--- src/rtl/delay_capture_ctrl.sv ---
`default_nettype none
// ============================================================================
//  Module   : delay_capture_ctrl
//  Purpose  : Measures the number of clk cycles between a rising edge on the
//             raw start pin and a rising edge on the raw stop pin. Both pins
//             are synchronized internally. The count is held on result under
//             a valid/ack handshake so the downstream output counter can load
//             it.
//  Ports    : clk      - system clock
//             rst      - asynchronous reset, active-high
//             en       - block enable
//             start_in - raw start pin (asynchronous)
//             stop_in  - raw stop pin (asynchronous)
//             ack      - consumer took result (only meaningful while valid)
//             result   - measured cycle count, held while valid
//             valid    - result available
//             busy     - measurement in progress
//             overflow - measurement saturated without a stop edge
//  Revision : 1.0 - initial release
// ============================================================================
module delay_capture_ctrl #(
  parameter int WIDTH       = 8,
  parameter int SYNC_STAGES = 2
) (
  input  logic             clk,
  input  logic             rst,
  input  logic             en,
  input  logic             start_in,
  input  logic             stop_in,
  input  logic             ack,
  output logic [WIDTH-1:0] result,
  output logic             valid,
  output logic             busy,
  output logic             overflow
);

  typedef enum logic [1:0] {
    IDLE  = 2'd0,
    COUNT = 2'd1,
    DONE  = 2'd2
  } state_t;

  state_t                 state_q, state_d;
  logic [WIDTH-1:0]       cnt_q, cnt_d;
  logic [WIDTH-1:0]       result_q, result_d;
  logic                   overflow_q, overflow_d;

  logic [SYNC_STAGES-1:0] start_sync_q;
  logic [SYNC_STAGES-1:0] stop_sync_q;
  logic                   start_prev_q;
  logic                   stop_prev_q;
  logic                   start_rise;
  logic                   stop_rise;

  // Synchronizers and edge detectors. Both paths have identical depth, so
  // the latency cancels out of the measured difference.
  always_ff @(posedge clk or posedge rst) begin
    if (rst) begin
      start_sync_q <= '0;
      stop_sync_q  <= '0;
      start_prev_q <= 1'b0;
      stop_prev_q  <= 1'b0;
    end else begin
      start_sync_q <= {start_sync_q[SYNC_STAGES-2:0], start_in};
      stop_sync_q  <= {stop_sync_q[SYNC_STAGES-2:0], stop_in};
      start_prev_q <= start_sync_q[SYNC_STAGES-1];
      stop_prev_q  <= stop_sync_q[SYNC_STAGES-1];
    end
  end

  assign start_rise = start_sync_q[SYNC_STAGES-1] & ~start_prev_q;
  assign stop_rise  = stop_sync_q[SYNC_STAGES-1]  & ~stop_prev_q;

  always_ff @(posedge clk or posedge rst) begin
    if (rst) begin
      state_q    <= IDLE;
      cnt_q      <= '0;
      result_q   <= '0;
      overflow_q <= 1'b0;
    end else begin
      state_q    <= state_d;
      cnt_q      <= cnt_d;
      result_q   <= result_d;
      overflow_q <= overflow_d;
    end
  end

  always_comb begin
    state_d    = state_q;
    cnt_d      = cnt_q;
    result_d   = result_q;
    overflow_d = overflow_q;
    case (state_q)
      IDLE: begin
        // The start edge itself is cycle 1, so a stop one cycle later reads 1.
        if (en && start_rise) begin
          state_d    = COUNT;
          cnt_d      = WIDTH'(1);
          overflow_d = 1'b0;
        end
      end
      COUNT: begin
        if (!en) begin
          state_d = IDLE;
        end else if (stop_rise) begin
          // A stop on the saturating cycle still counts as a real stop.
          result_d = cnt_q;
          state_d  = DONE;
        end else if (cnt_q == {WIDTH{1'b1}}) begin
          result_d   = {WIDTH{1'b1}};
          overflow_d = 1'b1;
          state_d    = DONE;
        end else begin
          cnt_d = cnt_q + WIDTH'(1);
        end
      end
      DONE: begin
        if (ack) begin
          state_d = IDLE;
        end
      end
      default: begin
        state_d = IDLE;
      end
    endcase
  end

  // All outputs decode directly from registers.
  assign result   = result_q;
  assign overflow = overflow_q;
  assign valid    = (state_q == DONE);
  assign busy     = (state_q == COUNT);

endmodule
`default_nettype wire

--- config.mk ---
export PLATFORM = sky130hd
export DESIGN_NAME = delay_capture_ctrl
export DESIGN_NICKNAME = d
export VERILOG_FILES = /design/src/rtl/delay_capture_ctrl.sv
export SDC_FILE = /design/constraint.sdc
export NUM_CORES = 1
export LEC_CHECK = 0
export CAP_MARGIN = 30
export CORE_UTILIZATION = 45
export CTS_CLUSTER_DIAMETER = 150
export DETAILED_ROUTE_END_ITERATION = 6
export GPL_TIMING_DRIVEN = 0
export PLACE_DENSITY = 0.71
export SETUP_SLACK_MARGIN = 0.2
export SKIP_CTS_REPAIR_TIMING = 1
export SYNTH_ARGS = -nofsm -noshare
export SYNTH_HDL_FRONTEND = slang
export SYNTH_SLANG_ARGS = --single-unit
--- constraint.sdc ---
create_clock -name clk -period 1.9 [get_ports clk]
set_input_delay 0.285 -clock clk [delete_from_list [all_inputs] [get_ports clk]]
set_output_delay 0.285 -clock clk [all_outputs]
set_load 0.005 [all_outputs]
==> results.py <==
metrics = {
    "status": {
        "status": "complete, no violations",
    },
    "yosys": {
        "synth.distinct_cells": 34,
        "synthCells": 88,
        "synthTopCellsByCount": "25 x dfrtp_1, 8 x o22a_1, 7 x nand2_1",
        "synth_nets": 95,
        "yosys_warnings": 0,
        "ys_seq_area_frac": 0.571,
        "async_reset_ff_frac": 1.00,
        "synth.top_cells.by_area": "dfrtp_1 57%, o22a_1 6.4%, nand2_1 2.4%",
        "synth-edff-count": 0,
        "synth_top_cell_by_area": "dfrtp_1",
        "syn-cell-area_um2": 1090,
        "synth_most_common_cell": "dfrtp_1",
        "syn_area_per_cell_um2": 12.4,
        "ys_seq_elements": 25,
        "synth_top_area_frac": 0.571,
        "synth_ff_type": "dfrtp_1",
    },
    "floorplanning": {
        "coreArea_um2": 2250,
        "fp.dieW_um": 51.3,
        "initial_core_util": 0.486,
        "rows": 17,
        "ios": 17,
        "die-area_um2": 2630,
        "die_h_um": 51.3,
    },
    "clock_tree": {
        "cts.clk_slew.worst_paths_ns": 0.13,
        "cts_buffer_depth": 2,
        "clk_latency_ns": 0.32,
        "cts_htree_levels": 1,
        "clkSinkCount": 25,
        "clockRootBuffer": "clkbuf_4",
        "cts_tree": "built",
        "cts_buffers": 3,
    },
    "critical_path": {
        "r2r_slack_ns": 0.16,
        "ff2ff_path_depth": 6,
        "cp_slowest_cell": "or4_4",
        "r2r_end": "cnt_q[5]",
        "path_cells": "and2b_2 -> buf_4 -> buf_4 -> nand3_2 -> or4_4 -> o221ai_2",
        "crit_arrival_ns": 1.99,
        "path_class": "flop to flop",
        "end_kind": "flop",
        "crit_path_frequent_cell": "buf_4",
        "cp_max_fo": 6,
        "cp_slowest_stage_delay_ns": 0.51,
        "crit_required_ns": 2.15,
        "reg2reg_from": "state_q[1]",
        "startpoint_type": "flop",
    },
    "route": {
        "wire_per_inst_um": 14.8,
        "wl_mm": 2.13,
        "drt_iter0_markers": 16,
        "postRouteAntennaNets": 0,
        "vias_per_cell": 5.74,
        "remaining_drc_errors": 0,
        "firstDrtPassIters": 4,
        "vias": 826,
    },
    "finish": {
        "final_util": 0.627,
        "final_nets": 124,
        "antenna_cells": 0,
        "fillers": 192,
        "area_delta_synth_final_pct": 29.1,
        "register_area_um2": 626,
        "design_area_um2": 1410,
        "multi_input_area_um2": 464,
        "layoutNonFillerInstCount": 144,
        "drive_above_1_share": 0.250,
    },
    "sta": {
        "setup_viol": 0,
        "fin_setup_tns_ns": 0,
        "slew_headroom": 0.379,
        "worst_pin_slew_ns": 0.930,
        "finalHoldViolations": 0,
        "slew_violations": 0,
        "fin_skew_ns": 0.00291,
        "period_share": 0.917,
        "min_period_ns": 1.74,
        "rsz0062_at_grt": "true",
        "fmax_ghz": 0.574,
    },
    "job": {
        "maxCapViolations": 0,
    },
    "hold_path": {
        "min_to": "start_sync_q[1]",
        "hold_path_class": "flop to flop",
        "hold-path-cell-count": 0,
        "holdCritStartpoint": "start_sync_q[0]",
    },
    "power_and_ir_drop": {
        "netSwitchingFraction": 0.262,
        "p_leak_nw": 0.668,
        "seqPwrFrac": 0.546,
        "power_density_nw_per_um2": 888,
        "switchingPower_w": 0.000329,
        "comb_power_share": 0.268,
        "clkPwrFrac": 0.187,
        "p_int_w": 0.000926,
        "ir_drop_v": 0.000544,
    },
    "placement": {
        "gp_congestion": 0.853,
        "dpl_cell_area_um2": 1290,
        "portBuffers": 16,
        "dpl.cell_count": 132,
        "post-dp-hpwl_mm": 1.40,
    },
    "global_route": {
        "antenna_found_initial": 0,
        "grt_pass1_wl_mm": 3.29,
        "grt_pass1_vias": 724,
        "grt_usage": 0.172,
        "grt_start_max_net_pins": 26,
        "grt_overflow": 0,
    },
}
## worst max path at each step
stage	end	startpoint	slack [ns]	cells after the start
final	cnt_q[5]	state_q[1]	0.16	6
after global routing	cnt_q[5]	state_q[1]	0.1	6
after CTS	busy	state_q[1]	0.05	2
after detailed placement	cnt_q[4]	en	-0.02	5
after global placement	cnt_q[4]	en	-0.03	5
after floorplan	cnt_q[4]	cnt_q[0]	0.34	5
## cell type report
class                           count  area share
Clock buffer                        4      0.0186
Tap cell                           28      0.0248
Timing Repair Buffer               24       0.168
Sequential cell                    25       0.442
Inverter                            4      0.0106
Multi-Input combinational cell     57       0.328
Buffer                              2     0.00708
## metrics by stage
| stage | power (W) | setup WS [ns] | hold WS, ns |
|---|---|---|---|
| 3_3_place_gp | 0.000984 | -0.0313 | 0.335 |
| 6_report | 0.00126 | 0.157 | 0.371 |
| 3_5_place_dp | 0.000993 | -0.0227 | 0.344 |
| 4_1_cts | 0.00122 | 0.0491 | 0.374 |
| 2_1_floorplan | 0.000827 | 0.335 | 0.312 |
| 5_1_grt | 0.00132 | 0.0966 | 0.372 |
## flip-flops by register name, summed over array words and instances, names as in the netlist
register      count
cnt_q             8
result            8
start_sync_q      2
state_q           2
stop_sync_q       2
overflow          1
start_prev_q      1
stop_prev_q       1
## power by group through the flow
stage / logic (W) / registers (W) / clock network, W
2_1_floorplan: 0.000133 / 0.000694 / 0
4_1_cts: 0.000297 / 0.000685 / 0.000242
5_1_grt: 0.000366 / 0.000698 / 0.000259
3_5_place_dp: 0.000297 / 0.000696 / 0
6_report: 0.000336 / 0.000685 / 0.000234
3_3_place_gp: 0.000291 / 0.000693 / 0
## placed cells by master, fill, tap and decap left out, types with 2 or more instances in the layout
cell type        instances
dfrtp_1                 25
clkdlybuf4s50_1         14
o22a_1                   8
nand2_1                  7
buf_4                    7
nand3_1                  4
nor4_1                   3
inv_1                    3
a21oi_1                  3
clkbuf_4                 3
nand2b_1                 2
and4_4                   2
a211o_1                  2
o21ai_0                  2
a31oi_1                  2
dlymetal6s2s_1           2
## routing by layer
metal  global-route usage  vias to the layer above  routed length (um)
met2                0.276                       20                1040
met3               0.0268                        3                  67
met4               0.0676                        0                  26
li1                     -                      388                   -
met5                    0                        -                   0
met1                0.234                      415                 997
## kinds of logic after synthesis
family,Yosys count,share of synthesized area
compound gates,24,0.191
fa+ha+maj,1,0.0114
buf+inv,6,0.0228
flops,25,0.571
mux,1,0.00914
simple gates,31,0.194
## worst max-delay path: cells and delay by family (launching register included)
| kind | cells | cell delay, ns |
|---|---|---|
| and+or+nand+nor | 3 | 0.93 |
| DFF | 1 | 0.43 |
| buffers and inverters | 2 | 0.24 |
| AOI/OAI and AO/OA | 1 | 0.07 |
Power figures use the tool's default switching activity.
